File: src/rtl/seq_restoring_divider.sv
// Multi-cycle restoring divider, one quotient bit per clock.
// Define DIV_SIGNED_EN for two's-complement operands (one extra cycle).
module seq_restoring_divider #(
    parameter int WIDTH = 7
) (
    input  logic             clk,
    input  logic             reset,
    input  logic             start,
    input  logic [WIDTH-1:0] dividend,
    input  logic [WIDTH-1:0] divisor,
    output logic             busy,
    output logic             done,
    output logic [WIDTH-1:0] quotient,
    output logic [WIDTH-1:0] remainder,
    output logic             div_by_zero
);

    localparam int CW = $clog2(WIDTH + 1);

`ifdef DIV_SIGNED_EN
    // last CALC cycle is the sign-correction step
    localparam logic [CW-1:0] LAST = CW'(WIDTH);
`else
    localparam logic [CW-1:0] LAST = CW'(WIDTH - 1);
`endif

    typedef enum logic [1:0] {
        IDLE,
        CALC,
        DONE
    } state_t;

    state_t state, state_nxt;

    logic [WIDTH-1:0] p_q;
    logic [WIDTH-1:0] q_q;
    logic [WIDTH-1:0] dvs_q;
    logic [CW-1:0]    count;

    logic             accept;
    logic             dvs_zero;
    logic [WIDTH:0]   p_sh;
    logic [WIDTH:0]   trial;
    logic             borrow;
    logic [WIDTH-1:0] p_it;
    logic [WIDTH-1:0] q_it;
    logic [WIDTH-1:0] a_mag;
    logic [WIDTH-1:0] b_mag;
    logic [WIDTH-1:0] dz_quot;

`ifdef DIV_SIGNED_EN
    logic neg_q;
    logic neg_r;
`endif

    assign accept   = start && (state != CALC);
    assign dvs_zero = (divisor == '0);

`ifdef DIV_SIGNED_EN
    assign a_mag   = dividend[WIDTH-1] ? -dividend : dividend;
    assign b_mag   = divisor[WIDTH-1] ? -divisor : divisor;
    assign dz_quot = dividend[WIDTH-1] ? WIDTH'(1) : '1;
`else
    assign a_mag   = dividend;
    assign b_mag   = divisor;
    assign dz_quot = '1;
`endif

    // one restoring step: shift in next dividend bit, trial-subtract
    always_comb begin
        p_sh   = {p_q, q_q[WIDTH-1]};
        trial  = p_sh - {1'b0, dvs_q};
        borrow = trial[WIDTH];
        p_it   = borrow ? p_sh[WIDTH-1:0] : trial[WIDTH-1:0];
        q_it   = {q_q[WIDTH-2:0], ~borrow};
    end

    // state register
    always_ff @(posedge clk or posedge reset) begin
        if (reset) state <= IDLE;
        else       state <= state_nxt;
    end

    // next-state logic
    always_comb begin
        state_nxt = state;
        unique case (state)
            IDLE: if (start) state_nxt = dvs_zero ? DONE : CALC;
            CALC: if (count == LAST) state_nxt = DONE;
            DONE: begin
                if (start) state_nxt = dvs_zero ? DONE : CALC;
                else       state_nxt = IDLE;
            end
            default: state_nxt = IDLE;
        endcase
    end

    // handshake outputs decoded from state
    always_comb begin
        busy = (state == CALC);
        done = (state == DONE);
    end

    // operand capture, iteration and result registers
    always_ff @(posedge clk or posedge reset) begin
        if (reset) begin
            p_q         <= '0;
            q_q         <= '0;
            dvs_q       <= '0;
            count       <= '0;
            quotient    <= '0;
            remainder   <= '0;
            div_by_zero <= 1'b0;
`ifdef DIV_SIGNED_EN
            neg_q       <= 1'b0;
            neg_r       <= 1'b0;
`endif
        end else if (accept) begin
            p_q         <= '0;
            q_q         <= a_mag;
            dvs_q       <= b_mag;
            count       <= '0;
            div_by_zero <= dvs_zero;
`ifdef DIV_SIGNED_EN
            neg_q       <= dividend[WIDTH-1] ^ divisor[WIDTH-1];
            neg_r       <= dividend[WIDTH-1];
`endif
            if (dvs_zero) begin
                quotient  <= dz_quot;
                remainder <= dividend;
            end
        end else if (state == CALC) begin
            count <= count + CW'(1);
`ifdef DIV_SIGNED_EN
            if (count == LAST) begin
                quotient  <= neg_q ? -q_q : q_q;
                remainder <= neg_r ? -p_q : p_q;
            end else begin
                p_q <= p_it;
                q_q <= q_it;
            end
`else
            p_q <= p_it;
            q_q <= q_it;
            if (count == LAST) begin
                quotient  <= q_it;
                remainder <= p_it;
            end
`endif
        end
    end

endmodule

File: config.mk
export PLATFORM = sky130hd
export DESIGN_NAME = seq_restoring_divider
export DESIGN_NICKNAME = d
export VERILOG_FILES = /design/src/rtl/seq_restoring_divider.sv
export SDC_FILE = /design/constraint.sdc
export NUM_CORES = 1
export LEC_CHECK = 0
export ABC_AREA = 0
export CORE_MARGIN = 3
export CORE_UTILIZATION = 59
export CTS_CLUSTER_SIZE = 12
export DETAILED_ROUTE_END_ITERATION = 10
export PLACE_DENSITY = 0.95
export RECOVER_POWER = 50
export SLEW_MARGIN = 10
export SYNTH_ARGS = -nofsm -noshare
export SYNTH_HDL_FRONTEND = slang
export SYNTH_SLANG_ARGS = --single-unit
File: constraint.sdc
create_clock -name clk -period 3.1 [get_ports clk]
set_input_delay 0.31 -clock clk [delete_from_list [all_inputs] [get_ports clk]]
set_output_delay 0.31 -clock clk [all_outputs]
set_load 0.01 [all_outputs]
==> impl_metrics.json <==
{
  "first_global_vias": 2190,
  "path_cells": "nand2b_1 -> inv_2 -> nand3_1 -> and3_1 -> a21oi_1 -> o211ai_1",
  "switchingPower_mw": 1.64,
  "diodes": 0,
  "hold_path.class": "reg -> reg",
  "cts_buffer_depth": 2,
  "initial_core_util": 0.632,
  "antenna_found_initial": 0,
  "fmax_mhz": 402,
  "finalCritPeriodShare": 0.803,
  "grt_max_degree": 25,
  "grt_overflow_total": 0,
  "rsz0062_at_grt": "false",
  "wl_per_cell_um": 18.2,
  "p_total_mw": 3.57,
  "slowest_delay_ns": 0.50,
  "max_cap_violations": 0,
  "dieArea_um2": 4870,
  "layout_setup_ws_ns": 0.611,
  "start_kind": "flip-flop",
  "holdCritStartpoint": "div_by_zero",
  "vdd_drop_max_mv": 0.689,
  "seqPwrFrac": 0.270,
  "yosysSeqAreaShare": 0.427,
  "first_pass_iters": 5,
  "seqCellArea_um2": 1030,
  "ctsHoldBuffers": 0,
  "dp_slack_ns": 0.738,
  "post-cts-setup-buffers": 0,
  "root_buffer": "clkbuf_8",
  "wl_um": 6330,
  "gp_congestion": 0.858,
  "die_w_um": 69.8,
  "synth-seq-cells": 41,
  "cp_data_required_time_ns": 3.27,
  "endpoint_kind": "flip-flop",
  "port_buffers": 33,
  "num_io_pins": 34,
  "crit_arrival_ns": 2.66,
  "syn_area_um2": 2400,
  "crit_start": "state[1]",
  "synth_warnings": 0,
  "num_vias": 2266,
  "worst_pin_slew_ns": 0.873,
  "power.share.clock": 0.127,
  "powerDensity_nw_per_um2": 1240,
  "dp_hpwl_um": 4450,
  "drc_errors": 0,
  "synthFlopType": "dfrtp_1",
  "whs_ns": 0.502,
  "async_flop_share": 1.00,
  "fill_cells": 267,
  "synth.distinct_cells": 50,
  "crit_fanout": 18,
  "grt_use_total": 0.267,
  "skew_ns": 0.00849,
  "ant_nets": 0,
  "maxSlewHeadroom": 0.418,
  "rows": 22,
  "crit_type": "reg -> reg",
  "cts_resized": 0,
  "postSynthNetCount": 293,
  "avgSynthCellArea_um2": 9.07,
  "vias_per_cell": 6.53,
  "hold_viol": 0,
  "grt_pass1_wl_um": 10400,
  "syn_inst": 265,
  "finalSetupViolations": 0,
  "finalSetupTns_ns": 0,
  "die_y_um": 69.8,
  "final_max_slew_viol_count": 0,
  "clock_sinks": 41,
  "r2r_cells": 6,
  "combPwrFrac": 0.603,
  "drive_gt1_frac": 0.0803,
  "cts_tree": "built",
  "multi_input_area_um2": 1260,
  "nets": 326,
  "hold_path_depth": 2,
  "clkTransAtPathRegs_ns": 0.08,
  "drt_iter0_drc": 351,
  "p_leak_nw": 1.23,
  "timing.rr.start": "state[1]",
  "p_int_mw": 1.93,
  "htreeDepth": 2,
  "swShare": 0.459,
  "cpMaxStageDelayCell": "nand3_1",
  "post-route-min-period_ns": 2.49,
  "cts_buffers": 5,
  "area_growth_pct": 19.9,
  "run_status": "completed",
  "clock_latency_ns": 0.30,
  "synth_edf_count": 0,
  "core_area_um2": 3800
}
[stage by stage]
stage	cell area (µm²)	instances	util
6_report	2880	347	0.759
2_1_floorplan	2400	265	-
5_1_grt	2880	347	0.759
3_3_place_gp	2770	339	0.730
3_5_place_dp	2770	339	0.730
4_1_cts	2890	347	0.761
[layout by cell type (no fill, tap or decap), types with 2 or more instances in the layout]
cell type,synthesis,layout
dfrtp_1,41,41
and3_1,6,6
nand2_1,32,32
nand4_1,9,9
mux2i_1,6,6
dlygate4sd3_1,0,7
nor3_1,6,6
o21ai_0,21,21
a21o_1,3,3
buf_4,1,4
nor2_1,24,24
clkbuf_8,0,6
o221ai_1,2,2
clkbuf_1,5,3
o21a_1,3,3
nand2b_1,2,2
o31ai_1,3,3
xor2_1,2,2
ha_1,10,10
o31ai_2,2,2
inv_1,12,12
o211ai_1,9,9
clkdlybuf4s50_1,0,26
nand3_1,13,13
a21oi_1,18,18
nor2b_1,2,2
a211oi_1,2,2
a211o_1,2,2
[Yosys cell counts (3+ instances only)]
cell type / count / share of area
clkbuf_1: 5 / 0.0078
nor3_1: 6 / 0.013
and3_1: 6 / 0.016
a21o_1: 3 / 0.0094
buf_2: 4 / 0.0083
nand2_1: 32 / 0.050
ha_1: 10 / 0.052
o31ai_1: 3 / 0.0094
inv_1: 12 / 0.019
a21oi_1: 18 / 0.038
dfrtp_1: 41 / 0.43
o21a_1: 3 / 0.0094
o21ai_0: 21 / 0.044
o211ai_1: 9 / 0.028
nand4_1: 9 / 0.023
nand3_1: 13 / 0.027
mux2i_1: 6 / 0.025
nor2_1: 24 / 0.038
[cells by family (layout without fill, tap and decap cells)]
family / after synthesis / count (layout) / share of synthesized area
flops: 41 / 41 / 0.427
buf+inv: 26 / 60 / 0.0474
fa+ha+maj: 11 / 11 / 0.0604
simple gates: 104 / 104 / 0.211
compound gates: 73 / 73 / 0.214
mux: 7 / 7 / 0.0297
xor+xnor: 3 / 3 / 0.0109
[sequential cells by signal, indices dropped and copies added, names as in the netlist]
signal / flops
p_q: 7
state: 2
remainder: 7
div_by_zero: 1
dvs_q: 7
q_q: 7
count: 3
quotient: 7
[power by group through the flow]
stage,Combinational [mW],Sequential [mW],Clock [mW]
3_5_place_dp,2.10,0.963,0
6_report,2.15,0.962,0.452
2_1_floorplan,1.58,0.945,0
4_1_cts,2.13,0.955,0.452
5_1_grt,2.34,0.989,0.478
3_3_place_gp,2.01,0.948,0
[critical path, delay by kind of cell (launching register included)]
family	cells	cell delay, ns
and+or+nand+nor	3	1.35
AOI/OAI and AO/OA	2	0.31
DFF	1	0.38
buffers and inverters	1	0.32
[worst paths after layout]
check / to / slack [ns]
setup / recovery: remainder[3] / 0.61
hold / removal: div_by_zero / 0.50
setup reg to reg: remainder[3] / 0.61
hold reg to reg: div_by_zero / 0.50
max in group asynchronous: p_q[1] / 1.51
min in group asynchronous: q_q[4] / 0.63
[metal layers]
metal	vias up	GRT usage	share of wire	wire length [µm]
met4	0	0.0915	0.024	153
met1	1101	0.342	0.40	2530
met5	-	0	0	0
li1	1016	-	-	-
met3	22	0.0710	0.072	458
met2	127	0.438	0.50	3180
[area by class of cell]
type,count,share of cell area
clock buffers,7,0.0300
clock inverters,1,0.0104
inverters,13,0.0169
multi-input cells,198,0.438
flip-flops and latches,41,0.356
well taps,48,0.0208
repair buffers,39,0.128
(Power assumes the default switching activity.)
